### src/rtl/fetch_stage.sv
// Instruction fetch stage: owns the PC, issues one outstanding word fetch at a time,
// and buffers {pc, instruction} pairs toward decode; redirects flush everything in flight.
module fetch_stage #(
    parameter logic [31:0] RESET_PC   = 32'h0000_0000,
    parameter int unsigned FIFO_DEPTH = 2
) (
    input  logic        clk,
    input  logic        rst_n,
    output logic        imem_req_valid,
    input  logic        imem_req_ready,
    output logic [31:0] imem_req_addr,
    input  logic        imem_rsp_valid,
    input  logic [31:0] imem_rsp_data,
    input  logic        redirect_valid,
    input  logic [31:0] redirect_pc,
    output logic        if_valid,
    input  logic        if_ready,
    output logic [31:0] if_pc,
    output logic [31:0] if_instruction
);

    localparam int unsigned PTR_W = (FIFO_DEPTH > 1) ? $clog2(FIFO_DEPTH) : 1;
    localparam int unsigned CNT_W = $clog2(FIFO_DEPTH + 1);
    localparam logic [31:0] NOP   = 32'h0000_0013;

    typedef enum logic [1:0] {
        S_REQ,
        S_WAIT,
        S_KILL
    } state_e;

    state_e           state_q, state_d;
    logic [31:0]      pc_q, pc_d;
    logic [31:0]      req_pc_q, req_pc_d;
    logic [PTR_W-1:0] wr_ptr_q, wr_ptr_d;
    logic [PTR_W-1:0] rd_ptr_q, rd_ptr_d;
    logic [CNT_W-1:0] count_q, count_d;
    logic [31:0]      pc_mem_q  [FIFO_DEPTH];
    logic [31:0]      ins_mem_q [FIFO_DEPTH];

    logic req_fire;
    logic push;
    logic pop;
    logic unused_redirect_lsb;

    assign unused_redirect_lsb = ^redirect_pc[1:0];

    // Request is gated by rst_n so nothing is offered to memory while reset is held.
    assign imem_req_valid = rst_n && (state_q == S_REQ) && !redirect_valid
                            && (count_q < CNT_W'(FIFO_DEPTH));
    assign imem_req_addr  = pc_q;
    assign req_fire       = imem_req_valid && imem_req_ready;

    assign if_valid       = (count_q != '0);
    assign if_pc          = pc_mem_q[rd_ptr_q];
    assign if_instruction = ins_mem_q[rd_ptr_q];
    assign pop            = if_valid && if_ready;

    // Next-state logic for the fetch FSM and PC.
    always_comb begin
        state_d  = state_q;
        pc_d     = pc_q;
        req_pc_d = req_pc_q;
        push     = 1'b0;
        case (state_q)
            S_REQ: begin
                if (req_fire) begin
                    req_pc_d = pc_q;
                    pc_d     = pc_q + 32'd4;
                    state_d  = S_WAIT;
                end
            end
            S_WAIT: begin
                if (imem_rsp_valid) begin
                    push    = !redirect_valid;
                    state_d = S_REQ;
                end else if (redirect_valid) begin
                    state_d = S_KILL;
                end
            end
            S_KILL: begin
                if (imem_rsp_valid) begin
                    state_d = S_REQ;
                end
            end
            default: state_d = S_REQ;
        endcase
        if (redirect_valid) begin
            pc_d = {redirect_pc[31:2], 2'b00};
        end
    end

    // FIFO pointer/count update; a redirect flush overrides any pop.
    always_comb begin
        wr_ptr_d = wr_ptr_q;
        rd_ptr_d = rd_ptr_q;
        count_d  = count_q;
        if (redirect_valid) begin
            wr_ptr_d = '0;
            rd_ptr_d = '0;
            count_d  = '0;
        end else begin
            if (push) begin
                wr_ptr_d = (wr_ptr_q == PTR_W'(FIFO_DEPTH - 1)) ? '0 : wr_ptr_q + PTR_W'(1);
            end
            if (pop) begin
                rd_ptr_d = (rd_ptr_q == PTR_W'(FIFO_DEPTH - 1)) ? '0 : rd_ptr_q + PTR_W'(1);
            end
            case ({push, pop})
                2'b10:   count_d = count_q + CNT_W'(1);
                2'b01:   count_d = count_q - CNT_W'(1);
                default: count_d = count_q;
            endcase
        end
    end

    always_ff @(posedge clk or negedge rst_n) begin
        if (!rst_n) begin
            state_q  <= S_REQ;
            pc_q     <= RESET_PC;
            req_pc_q <= RESET_PC;
            wr_ptr_q <= '0;
            rd_ptr_q <= '0;
            count_q  <= '0;
        end else begin
            state_q  <= state_d;
            pc_q     <= pc_d;
            req_pc_q <= req_pc_d;
            wr_ptr_q <= wr_ptr_d;
            rd_ptr_q <= rd_ptr_d;
            count_q  <= count_d;
        end
    end

    // Entry storage resets to {0, NOP} so the head reads as a NOP out of reset.
    always_ff @(posedge clk or negedge rst_n) begin
        if (!rst_n) begin
            for (int unsigned i = 0; i < FIFO_DEPTH; i++) begin
                pc_mem_q[i]  <= 32'h0;
                ins_mem_q[i] <= NOP;
            end
        end else if (push) begin
            pc_mem_q[wr_ptr_q]  <= req_pc_q;
            ins_mem_q[wr_ptr_q] <= imem_rsp_data;
        end
    end

endmodule

### config.mk
export PLATFORM = sky130hd
export DESIGN_NAME = fetch_stage
export DESIGN_NICKNAME = d
export VERILOG_FILES = /design/src/rtl/fetch_stage.sv
export SDC_FILE = /design/constraint.sdc
export NUM_CORES = 1
export LEC_CHECK = 0
export CORE_MARGIN = 3
export CORE_UTILIZATION = 45
export DETAILED_ROUTE_END_ITERATION = 16
export DONT_BUFFER_PORTS = 1
export PLACE_DENSITY = 0.68
export SLEW_MARGIN = 25
export SYNTH_ARGS = -nofsm -noshare
export SYNTH_HDL_FRONTEND = slang
export SYNTH_SLANG_ARGS = --single-unit
export TNS_END_PERCENT = 1
### constraint.sdc
create_clock -name clk -period 2.95 [get_ports clk]
set_clock_uncertainty 0.15 [all_clocks]
set_input_delay 0 -clock clk [delete_from_list [all_inputs] [get_ports clk]]
set_output_delay 0 -clock clk [all_outputs]
set_load 0.05 [all_outputs]
==> results of run 1 <==
-- metal layers --
layer	global-route usage, %	part of all wire (%)	vias up
met5	0	0	-
met4	6.19	1.6	0
met3	5.52	7.0	32
met2	31.2	48	209
met1	25.2	43	2972
li1	-	-	2693
-- worst paths after layout --
check                                startpoint           endpoint  slack, ps  cells after the start
worst max-delay path                 state_q[1]  imem_req_addr[10]        320                      6
worst min-delay path                      rst_n       ins_mem_q[7]       -870                      0
worst max register to register       state_q[1]  imem_req_addr[10]        320                      6
worst min register to register     pc_mem_q[29]       pc_mem_q[29]        340                      2
max in group asynchronous                 rst_n      ins_mem_q[32]       3310                      0
min in group clk                redirect_pc[20]  imem_req_addr[20]         80                      3
-- cell type report --
| type | instances | area share (%) |
|---|---|---|
| sequential | 190 | 45.7 |
| multi-input combinational | 478 | 35.4 |
| timing repair buffer | 107 | 9.67 |
| clock buffer | 18 | 4.21 |
| tap | 260 | 3.12 |
| clock inverter | 14 | 1.74 |
| inverter | 5 | 0.180 |
-- power groups by stage --
stage / clock network [W] / registers, W / logic [W]
3_5_place_dp: 0 / 0.00344 / 0.00229
3_3_place_gp: 0 / 0.00339 / 0.00226
4_1_cts: 0.00244 / 0.00339 / 0.00240
5_1_grt: 0.00256 / 0.00346 / 0.00250
2_1_floorplan: 0 / 0.00349 / 0.00190
6_report: 0.00237 / 0.00338 / 0.00238
-- state kept, by name (all words and copies together) (netlist names) --
name           cells
state_q            2
imem_req_addr     30
rd_ptr_q           1
pc_mem_q          60
ins_mem_q         64
wr_ptr_q           1
req_pc_q          30
count_q            2
-- cells by family (layout without fill, tap and decap cells) --
| group | count (synthesis) | count (layout) |
|---|---|---|
| buf+inv | 48 | 144 |
| flops | 190 | 190 |
| fa+ha+maj | 1 | 1 |
| xor+xnor | 4 | 4 |
| mux | 187 | 187 |
| compound gates | 65 | 65 |
| simple gates | 217 | 217 |
| other cells | 1 | 4 |
-- through the flow --
step | hold slack, ps | util (%)
floorplan | -446 | -
global placement | -440 | 48.1
detailed placement | -441 | 48.1
CTS | -899 | 55.4
global route | -907 | 55.4
finish | -871 | 55.4
-- Yosys cell counts (3+ instances only) --
cell / count
nand3_1: 16
buf_4: 12
inv_1: 5
nand4_1: 13
o21ai_0: 21
buf_2: 12
o211ai_1: 8
and2_1: 4
a32oi_1: 3
nand2b_1: 4
mux2_1: 5
a22oi_1: 3
dfstp_2: 6
nor2_1: 22
nand2_1: 118
mux2_2: 180
clkbuf_1: 15
a221o_1: 4
xor2_1: 3
dfrtp_1: 184
a21oi_1: 8
o311ai_0: 6
nor3_1: 7
nor2b_1: 5
nand3b_1: 8
and3_1: 3
==> impl_results.md, run 1 <==
- Ant diodes: 0
- Pre-CTS setup slack: 591 ps
- Wire length of the first global-routing pass: 31900 um
- Core area: 0.0188 mm^2
- Max Cap Viol: 0
- Non-filler instance count after layout: 1072
- Number of buffers and inverters on the critical path: 1
- Overall global routing resource usage: 19.3%
- Detailed Route Iter0 Violations: 346
- CP Data Required Time: 3170 ps
- Fillcell total: 1554
- Multiplexer area fraction after synthesis: 24.2%
- Net Sw Power: 0.00299 W
- CTS sink count: 190
- Slowest stage cell on the critical path: nand3_2
- CP startpoint kind: register
- Post-synth EDFFs: 0
- Switching Fraction: 36.7%
- Largest area contributor in the netlist: dfrtp_1
- Commonest non-fill, non-tap cell in the layout: dfrtp_1
- Synth Flop Type: dfrtp_1
- Cell row count: 50
- Via/cell ratio: 5.51
- Routed wire length: 19800 um
- Share of synthesized registers carrying an async set or reset: 100%
- TritonRoute pass-1 iters: 5
- Area grow syn2layout: 20.1%
- Die Footprint: 0.0210 mm^2
- Min Tclk post-route: 2630 ps
- Synth Area per Inst: 12.2 um^2
- Remaining DRCs: 0
- DR vias: 5906
- CP delay by family, top: simple AND/OR/NAND/NOR gates
- Post-Synth XOR/XNOR Area: 0.404%
- Design area: 0.0104 mm^2
- Post-synthesis sequential area ratio: 54.9%
- Synth top area share: 53.1%
- Die span in x: 145 um
- Register area: 0.00476 mm^2
- Post-DP Area: 0.00906 mm^2
- Leak: 4.83 nW
- Hold Crit Class: input pin to asynchronous set/reset pin
- GPL Wtd Cong: 0.825
- Vias in the first global route: 6187
- Skew-Pair Late Insertion Delay: 430 ps
- Final Setup Violations: 0
- Final hold vios: 190
- Status: complete, but fails checks
- Post-Route Setup TNS: 0 ps
- Sequential share of power: 41.6%
- Antenna Nets Post-Route: 0
- Nets: 870
- Clk slew on worst S/H paths: 70 ps
- Ports: 168
- HPWL after detailed placement: 13000 um
- Die H: 145 um
- Max rail drop VDD: 0.000467 V
- Syn Inst Count: 713
- CP Data Arrival Time: 2850 ps
- Multi-input logic area: 0.00369 mm^2
- Gate power share: 29.3%
- Relative slew slack: 36.3%
- Crit path capture type: register
- Clock buffer depth: 2
- Largest net degree at the start of global routing: 194
- Area contributors post-synth: dfrtp_1 (53%), mux2_2 (23%), nand2_1 (5.1%)
- Adder-Cell Fraction of Synth Area: 0.144%
- Pint: 0.00514 W
- Failing checks: negative hold slack
- Initial antenna violation count: 0
- PostCTS Resize Cnt: 0
- Fin Hold WS: -871 ps
- Tcrit/Tclk final: 89.2%
- Crit path max fanout: 34
- YS warnings: 0
- Synth Area in Compound Gates: 5.09%
- Starting density of the core: 46.1%
- Hold_buf cts: 73
- CP Class: register to register
- Synth Register Bits: 190
- CTS tree: done
- RSZ-0062 raised after global routing: no
- WL/cell: 18.5 um
- Clock share of power: 29.1%
- Measured slew at the worst slew-check pin: 956 ps
- Worst setup margin: 319 ps
- CTS Root Cell: clkbuf_16
- Max Fclk: 380 MHz
- Total power: 0.00813 W
- Unique masters post-synth: 55
- Most frequent cells in the layout: dfrtp_1 (183), mux2_2 (180), nand2_1 (118)
- Combinational family with the most area after synthesis: multiplexers
- P per Cell Area: 780 mW/mm^2
- Slew Limit Fails: 0
- TritonCTS Buffers: 17
- CP Cell Sequence: nor4_4 -> nand3_2 -> nor2_1 -> o21ai_0 -> o211ai_1 -> dlygate4sd3_1
- Port bufs: 0
- Postcts setup bufs: 0
- Grt total ovfl: 0
- Mapped Area: 0.00868 mm^2
- Max incr delay on CP: 610 ps
- Max H-tree Level: 4
- Post-synthesis simple-gate area fraction: 12.3%
- Cells after DPL: 967
- Share of cells above drive strength 1: 32.8%
Note: power is estimated with default switching activity, not from simulation.
==> run 2: changes to the inputs <==
Settings changed: MAX_ROUTING_LAYER from default to met4, TNS_END_PERCENT 1 to default.
==> impl_results.md, run 2 (synthesis gave the netlist of run 1 again) <==
- Nets: 870
- Hold_buf cts: 73
- PostCTS Resize Cnt: 0
- Met2 wire length: 9590 um
- Postcts setup bufs: 0
- Core area: 0.0188 mm^2
- Die span in x: 145 um
- TritonRoute pass-1 iters: 5
- Detailed Route Iter0 Violations: 371
- CP Class: register to register
- Commonest non-fill, non-tap cell in the layout: dfrtp_1
- Max Cap Viol: 0
- Crit path max fanout: 34
- Fin Hold WS: -872 ps
- CP startpoint kind: register
- Tcrit/Tclk final: 88.9%
- Hold Crit Class: input pin to asynchronous set/reset pin
- CTS sink count: 190
- CP Cell Sequence: nor4_4 -> nand3_2 -> nor2_1 -> o21ai_0 -> o211ai_1 -> dlygate4sd3_1
- Starting density of the core: 46.1%
- Remaining DRCs: 0
- Routed wire length: 19800 um
- Worst setup margin: 327 ps
- Crit path capture type: register
- Ports: 168
- Total power: 0.00813 W
- Clock buffer depth: 2
- Post-Route Setup TNS: 0 ps
- RSZ-0062 raised after global routing: no
- Final hold vios: 190
- Slowest stage cell on the critical path: nand3_2
- CTS Root Cell: clkbuf_16
- Die Footprint: 0.0210 mm^2
- Max H-tree Level: 4
- Clk slew on worst S/H paths: 70 ps
- Skew-Pair Late Insertion Delay: 420 ps
- Flop2flop setup slack: 330 ps
- Max Fclk: 381 MHz
- Max incr delay on CP: 610 ps
- CTS tree: done
- Status: complete, but fails checks
- Core Util, Final: 55.4%
- Failing checks: negative hold slack
- DR top layer: met4
- Max reg flops: 64
- Grt total ovfl: 0
- Share of cells above drive strength 1: 32.8%
- Largest net degree at the start of global routing: 194
- HPWL after detailed placement: 13000 um
- FF-to-FF path depth: 6
- Vias in the first global route: 6191
- Slew Limit Fails: 0
- Leak: 4.83 nW
- TritonCTS Buffers: 17
- Die H: 145 um
- CP Data Arrival Time: 2840 ps
- Metal-1 WL: 8660 um
- Initial antenna violation count: 0
- Relative slew slack: 35.6%
- Max rail drop VDD: 0.000467 V
- Measured slew at the worst slew-check pin: 966 ps
- P per Cell Area: 780 mW/mm^2
- GPL Wtd Cong: 0.837
- Largest Register: ins_mem_q
- Wire length of the first global-routing pass: 31900 um
- Largest regs: ins_mem_q: 64 flops, pc_mem_q: 60 flops
- Most frequent cells in the layout: dfrtp_1 (183), mux2_2 (180), nand2_1 (118)
- Min Tclk post-route: 2620 ps
- DR vias: 5897
- CP Data Required Time: 3170 ps
- Final Setup Violations: 0
- Overall global routing resource usage: 19.8%
- Routed wl met3: 1260 um
- Ant diodes: 0
- Pre-CTS setup slack: 591 ps
- WL/cell: 18.5 um
- Antenna Nets Post-Route: 0
- Via/cell ratio: 5.50
- Area grow syn2layout: 20.1%
- Port bufs: 0
- Cell row count: 50
run 2: where the power goes:
part	total, W	switching (W)	internal, W
combinational	0.00238	0.00169	0.000686
sequential	0.00338	0.000298	0.00309
clock	0.00237	0.000996	0.00137
total	0.00813	0.00299	0.00514
run 2: worst paths after layout:
path	from	end
max	state_q[1]	imem_req_addr[10]
min	rst_n	ins_mem_q[7]
max reg2reg	state_q[1]	imem_req_addr[10]
min reg2reg	pc_mem_q[29]	pc_mem_q[29]
max in group asynchronous	rst_n	ins_mem_q[32]
min in group clk	redirect_pc[20]	imem_req_addr[20]
run 2: metal layers:
metal	global-route usage [%]	up-vias
met5	-	-
met4	6.19	0
met3	5.23	27
met2	31.1	196
met1	25.3	2984
li1	-	2690
run 2: stage by stage:
step                instance area (um^2)  instances
floorplan                           8690        716
global placement                    9060        967
detailed placement                  9060        967
CTS                                10400       1072
global route                       10400       1072
finish                             10400       1072
run 2: worst max-delay path, delay by kind of cell (launching register included):
family / cells / cell delay (ps)
AO/OA/AOI/OAI: 2 / 200
AND/OR/NAND/NOR: 3 / 1200
buffers and inverters: 1 / 560
flip-flops: 1 / 440
run 2: final cells by class:
type	count	area (um^2)
clock buffers	18	439
repair buffers	107	1010
clock inverters	14	181
multi-input cells	478	3690
well taps	260	325
fillers	1554	8400
inverters	5	18.8
flip-flops and latches	190	4760
